## src/rtl/exe_stage_reg_alu.sv

```systemverilog
// Execute stage: ALU with EXE_CMD decoding, NZCV status register,
// branch-target adder and a registered EX/MEM pipeline boundary with
// stall and flush. Branch outputs are combinational; everything else
// is registered one cycle after the inputs.
module exe_stage_reg_alu #(
  parameter int unsigned WIDTH  = 32,
  parameter int unsigned REG_AW = 4,
  parameter int unsigned IMM_W  = 24
) (
  input  logic              clk,
  input  logic              rst,
  input  logic              stall,
  input  logic              flush,
  input  logic              valid_in,
  input  logic [WIDTH-1:0]  pc_in,
  input  logic [WIDTH-1:0]  instr_in,
  input  logic [3:0]        exe_cmd,
  input  logic [WIDTH-1:0]  val_rn,
  input  logic [WIDTH-1:0]  val2,
  input  logic [WIDTH-1:0]  val_rm,
  input  logic              s_in,
  input  logic              b_in,
  input  logic [IMM_W-1:0]  imm,
  input  logic              mem_r_in,
  input  logic              mem_w_in,
  input  logic              wb_en_in,
  input  logic [REG_AW-1:0] dest_in,
  output logic [WIDTH-1:0]  pc_out,
  output logic [WIDTH-1:0]  instr_out,
  output logic [WIDTH-1:0]  alu_result,
  output logic [WIDTH-1:0]  val_rm_out,
  output logic              mem_r_out,
  output logic              mem_w_out,
  output logic              wb_en_out,
  output logic              valid_out,
  output logic [REG_AW-1:0] dest_out,
  output logic [3:0]        status,
  output logic              branch_taken,
  output logic [WIDTH-1:0]  branch_addr
);

  localparam int unsigned EXT_W = WIDTH + 1;

  localparam logic [3:0] CMD_MOV = 4'b0001;
  localparam logic [3:0] CMD_MVN = 4'b1001;
  localparam logic [3:0] CMD_ADD = 4'b0010;
  localparam logic [3:0] CMD_ADC = 4'b0011;
  localparam logic [3:0] CMD_SUB = 4'b0100;
  localparam logic [3:0] CMD_SBC = 4'b0101;
  localparam logic [3:0] CMD_AND = 4'b0110;
  localparam logic [3:0] CMD_ORR = 4'b0111;
  localparam logic [3:0] CMD_EOR = 4'b1000;

  // Status bit positions within {N,Z,C,V}
  localparam int unsigned ST_N = 3;
  localparam int unsigned ST_Z = 2;
  localparam int unsigned ST_C = 1;
  localparam int unsigned ST_V = 0;

  logic             c_flag;
  logic             is_arith;
  logic             is_logic;
  logic             is_sub;
  logic             carry_in;
  logic [WIDTH-1:0] opb_eff;
  logic [EXT_W-1:0] sum_ext;
  logic [WIDTH-1:0] alu_res;
  logic             res_n;
  logic             res_z;
  logic             res_c;
  logic             res_v;
  logic [3:0]       status_nxt;
  logic             status_we;
  logic             capture;
  logic [WIDTH-1:0] imm_sext;

  assign c_flag = status[ST_C];

  // Decode op class and prepare the adder operands (subtract = A + ~B + carry)
  always_comb begin
    is_arith = 1'b0;
    is_logic = 1'b0;
    is_sub   = 1'b0;
    carry_in = 1'b0;
    case (exe_cmd)
      CMD_ADD: begin
        is_arith = 1'b1;
      end
      CMD_ADC: begin
        is_arith = 1'b1;
        carry_in = c_flag;
      end
      CMD_SUB: begin
        is_arith = 1'b1;
        is_sub   = 1'b1;
        carry_in = 1'b1;
      end
      CMD_SBC: begin
        is_arith = 1'b1;
        is_sub   = 1'b1;
        carry_in = c_flag;
      end
      CMD_MOV, CMD_MVN, CMD_AND, CMD_ORR, CMD_EOR: begin
        is_logic = 1'b1;
      end
      default: begin
        is_arith = 1'b0;
        is_logic = 1'b0;
      end
    endcase
  end

  assign opb_eff = is_sub ? ~val2 : val2;

  // Shared WIDTH+1 adder; top bit is carry-out (NOT borrow when subtracting)
  always_comb begin
    sum_ext = {1'b0, val_rn} + {1'b0, opb_eff} + EXT_W'(carry_in);
  end

  // Result mux
  always_comb begin
    alu_res = '0;
    case (exe_cmd)
      CMD_MOV: alu_res = val2;
      CMD_MVN: alu_res = ~val2;
      CMD_ADD, CMD_ADC, CMD_SUB, CMD_SBC: alu_res = sum_ext[WIDTH-1:0];
      CMD_AND: alu_res = val_rn & val2;
      CMD_ORR: alu_res = val_rn | val2;
      CMD_EOR: alu_res = val_rn ^ val2;
      default: alu_res = '0;
    endcase
  end

  // Flag generation; overflow when effective operands agree in sign but result differs
  always_comb begin
    res_n = alu_res[WIDTH-1];
    res_z = (alu_res == '0);
    res_c = sum_ext[WIDTH];
    res_v = (val_rn[WIDTH-1] == opb_eff[WIDTH-1]) &&
            (alu_res[WIDTH-1] != val_rn[WIDTH-1]);
    status_nxt = status;
    if (is_arith) begin
      status_nxt = {res_n, res_z, res_c, res_v};
    end else if (is_logic) begin
      status_nxt = {res_n, res_z, status[ST_C], status[ST_V]};
    end
  end

  assign capture   = ~stall & ~flush;
  assign status_we = s_in & valid_in & capture & (is_arith | is_logic);

  // Branch target: PC+4 plus sign-extended word offset, wraps modulo 2^WIDTH
  assign imm_sext     = WIDTH'($signed(imm));
  assign branch_addr  = pc_in + (imm_sext << 2);
  assign branch_taken = b_in & valid_in;

  // NZCV status register
  always_ff @(posedge clk) begin
    if (rst) begin
      status <= '0;
    end else if (status_we) begin
      status <= status_nxt;
    end
  end

  // EX/MEM control: flush clears, stall holds, bubbles carry no side effects
  always_ff @(posedge clk) begin
    if (rst) begin
      valid_out <= 1'b0;
      mem_r_out <= 1'b0;
      mem_w_out <= 1'b0;
      wb_en_out <= 1'b0;
    end else if (flush) begin
      valid_out <= 1'b0;
      mem_r_out <= 1'b0;
      mem_w_out <= 1'b0;
      wb_en_out <= 1'b0;
    end else if (!stall) begin
      valid_out <= valid_in;
      mem_r_out <= mem_r_in & valid_in;
      mem_w_out <= mem_w_in & valid_in;
      wb_en_out <= wb_en_in & valid_in;
    end
  end

  // EX/MEM data: captured only on a normal advance, held on stall or flush
  always_ff @(posedge clk) begin
    if (rst) begin
      pc_out     <= '0;
      instr_out  <= '0;
      alu_result <= '0;
      val_rm_out <= '0;
      dest_out   <= '0;
    end else if (capture) begin
      pc_out     <= pc_in;
      instr_out  <= instr_in;
      alu_result <= alu_res;
      val_rm_out <= val_rm;
      dest_out   <= dest_in;
    end
  end

endmodule

```

## config.mk

```make
export PLATFORM = sky130hd
export DESIGN_NAME = exe_stage_reg_alu
export DESIGN_NICKNAME = d
export VERILOG_FILES = /design/src/rtl/exe_stage_reg_alu.sv
export SDC_FILE = /design/constraint.sdc
export NUM_CORES = 1
export LEC_CHECK = 0
export CAP_MARGIN = 30
export CELL_PAD_IN_SITES_DETAIL_PLACEMENT = 1
export CELL_PAD_IN_SITES_GLOBAL_PLACEMENT = 1
export CORE_AREA = 2 2 178 180
export CTS_CLUSTER_SIZE = 8
export DETAILED_ROUTE_END_ITERATION = 7
export DIE_AREA = 0 0 180 182
export GPL_ROUTABILITY_DRIVEN = 0
export HOLD_SLACK_MARGIN = 0.15
export PLACE_DENSITY_LB_ADDON = 0.05
export SYNTH_ARGS = -nofsm -noshare
export SYNTH_HDL_FRONTEND = slang
export SYNTH_SLANG_ARGS = --single-unit
```

## constraint.sdc

```tcl
create_clock -name clk -period 10.9 [get_ports clk]
set_input_delay 2.18 -clock clk [delete_from_list [all_inputs] [get_ports clk]]
set_output_delay 2.18 -clock clk [all_outputs]
set_load 0.02 [all_outputs]
```

==> run metrics <==
CTS Sinks=140; Cells after Synth=1,447; top-area cell type share of the netlist area=26.2%; hold crit path type=reg -> reg; Final setup viols=0; total track usage=26.5%; Starting Density=34.5%; ys async rst share=0%; die area=32,800 um2; CP max-delay cell=clkdlybuf4s50_1; Pins Over Slew Limit=0; largest net degree at the start of global routing=95; final hold violations=0; core area=31,000 um2; Hold Startpoint=alu_result[20]$_SDFFE_PP0P_; run status=finished, final reports clean; worst path bufs/invs=3; max cap viols=0; critical path, cell by cell=clkdlybuf4s50_1 -> ha_1 -> inv_1 -> fa_1 -> nor2b_1 -> o21ai_0 -> a21boi_0 -> o21ai_0 -> o31ai_1 -> o41ai_2 -> o211ai_1 -> a31o_2 -> a21o_1 -> a21oi_1 -> xnor2_1 -> clkdlybuf4s50_1; Reg clk slew, reported paths=0.06 ns; port bufs=374; post-cts resize count=0; Critical Path RT=8.72 ns; initial antenna violation count=1; hold buffers post-CTS=0; Slew headroom=33.9%; worst setup path start=pc_in[2]; chip height=182 um; final antenna-violating net count=0; Tcrit/Tclk final=76.9%; Worst Path Arrival=6.20 ns; root buf cell=clkbuf_16; Synth Area per Inst=7.39 um2; RSZ-0062 raised after global routing=no; Hold Slack=0.454 ns; Post-DP HPWL=34,900 um; Netlist cell types=74; I/O pin total=375; via/cell ratio=5.33; # fillers=3,805; Seq cells post-synth=140; via count of the first global-routing pass=11,600; top post-synthesis cells by area=dfxtp_1 26%, ha_1 15%, nand2_1 9.3%; Max Buffers Root-to-Sink=2; grt total ovfl=0; Fmax=119 MHz; Area growth, synth to finish=43.1%; first-pass GRT wire length=67,800 um; largest delay contributor family on the critical path=compound AO/OA/AOI/OAI gates; WL per Instance=20.4 um; clock skew=0.0150 ns; htree depth=4; sequential fraction of the synthesis area=26.2%; Site Rows=65; dominant cell type by area after synthesis=dfxtp_1; post-synthesis net count=1,776; Critical Path Fanout Max=5; maximum vdd drop=0.110 mV; Clk Latency, worst-skew pair=0.44 ns; Slew @ Worst Pin=0.991 ns; CTS tree=built; Worst path max stage delay=0.64 ns; Post-synth EDFFs=0; Final #Nets=2,095; die width=180 um; WS Path Type=in -> out; layout cells sized above 1=3.99%; DR iter-0 viols=434; Post-Syn Area=10,700 um2; Crit. End Element=output pin; minimum clock period=8.38 ns; Pre-Repair DR Iteration Count=5; via count=11,600; Worst Setup Start Kind=input port; PD cells=120 nW/um2; Crit Reg-Reg Startpoint=status[1]$_SDFFE_PP0P_; Leak=0.00609 uW; final setup TNS=0 ns; Synth Warn #=0; DRC=0; drt total wl=44,500 um; postcts setup bufs=0; CTS Buf Count=17; Synth Flop Type=dfxtp_1
==> layout make-up <==
class                           count  area [um2]  share of cell area [%]
Multi-Input combinational cell   1131        7230                    47.2
Timing Repair Buffer              388        3850                    25.1
Sequential cell                   140        2800                    18.3
Tap cell                          402         503                    3.28
Clock buffer                       20         437                    2.85
Inverter                           88         330                    2.16
Clock inverter                     12         161                    1.05
Antenna cell                        1        2.50                  0.0163
==> report_power, final <==
part / internal, uW / total [uW] / switching, uW
clock: 363 / 604 / 241
sequential: 537 / 550 / 12.4
combinational: 299 / 681 / 382
==> logic make-up (layout without fill, tap and decap cells) <==
family                     count (synthesis)  after routing  share of synthesized area (%)
AOI/OAI and AO/OA                        428            428                           25.2
xor gates and xnor gates                  80             80                           6.55
adders and majority gates                127            127                           15.1
buffers and inverters                    176            508                           6.43
DFF                                      140            140                           26.2
muxes                                      6              6                          0.596
other                                      0              1                              0
and+or+nand+nor                          490            490                           20.0
==> sequential cells by signal (all words and copies together) (netlist names) <==
signal and count:
instr_out 32, dest_out 4, valid_out 1, mem_r_out 1
status 4, alu_result 32, pc_out 32, mem_w_out 1
val_rm_out 32, wb_en_out 1
==> synth_stat cells (7+ instances only) <==
master and n:
nor2_1 109, a211oi_1 28, buf_2 9, or3_1 8
clkbuf_1 69, a22oi_1 20, a21oi_1 188, o22ai_1 14
o21a_1 11, nand2_1 266, ha_1 124, nand4_1 18
xor2_1 20, and3_1 7, dfxtp_1 140, a221o_1 12
nor3_1 23, o21bai_1 7, a21o_1 25, inv_1 88
xnor2_1 60, nor2b_1 9, nand3_1 14, o221ai_1 14
o211ai_1 8, o21ai_0 52
==> path summary, 6_finish.rpt <==
| path | cells after the start | end | slack, ns |
|---|---|---|---|
| max | 16 | branch_addr[30] | 2.52 |
| min | 2 | alu_result[20]$_SDFFE_PP0P_ | 0.45 |
| max reg2reg | 18 | status[2]$_SDFFE_PP0P_ | 6.97 |
| min reg2reg | 2 | alu_result[20]$_SDFFE_PP0P_ | 0.45 |
==> per-stage QoR <==
step | setup slack, ns | cell area, um2 | power (uW) | cells | utilization [%]
after floorplan | 3.92 | 10700 | 943 | 1447 | -
after global placement | 2.54 | 14700 | 1230 | 2148 | 47.4
after detailed placement | 2.53 | 14700 | 1240 | 2149 | 47.5
after CTS | 2.52 | 15300 | 1850 | 2181 | 49.4
after global routing | 2.19 | 15300 | 1930 | 2181 | 49.4
final | 2.52 | 15300 | 1830 | 2182 | 49.4
==> cell usage in the layout, fill, tap and decap left out, types with 6 or more instances in the layout <==
cell / instances
o21ai_1: 6
inv_1: 88
and3_1: 7
a21o_1: 25
o211ai_1: 8
o22ai_1: 14
nor2b_1: 9
o221ai_1: 14
nor3_1: 23
a21oi_1: 188
nand2_1: 266
o21a_1: 11
a211oi_1: 28
xnor2_1: 60
clkbuf_16: 17
xor2_1: 20
a221o_1: 12
dfxtp_1: 140
nor2_1: 108
nand4_1: 18
clkdlybuf4s50_1: 372
nand3_1: 14
or3_1: 8
buf_4: 14
ha_1: 124
a22oi_1: 20
o21bai_1: 7
o21ai_0: 52
==> tightest hold or removal path: stages (launching register included) <==
cell	delay (ns)
dfxtp_1	0.31
nand2_1	0.05
a21oi_1	0.05
==> routing by layer <==
| layer | GRT usage, % | vias to the layer above | share of wire, % |
|---|---|---|---|
| met2 | 47.9 | 321 | 50 |
| met5 | 0 | - | 0 |
| met3 | 4.27 | 74 | 4.5 |
| met4 | 10.3 | 0 | 3.2 |
| li1 | - | 5682 | - |
| met1 | 31.2 | 5551 | 42 |
Power figures use the tool's default switching activity.
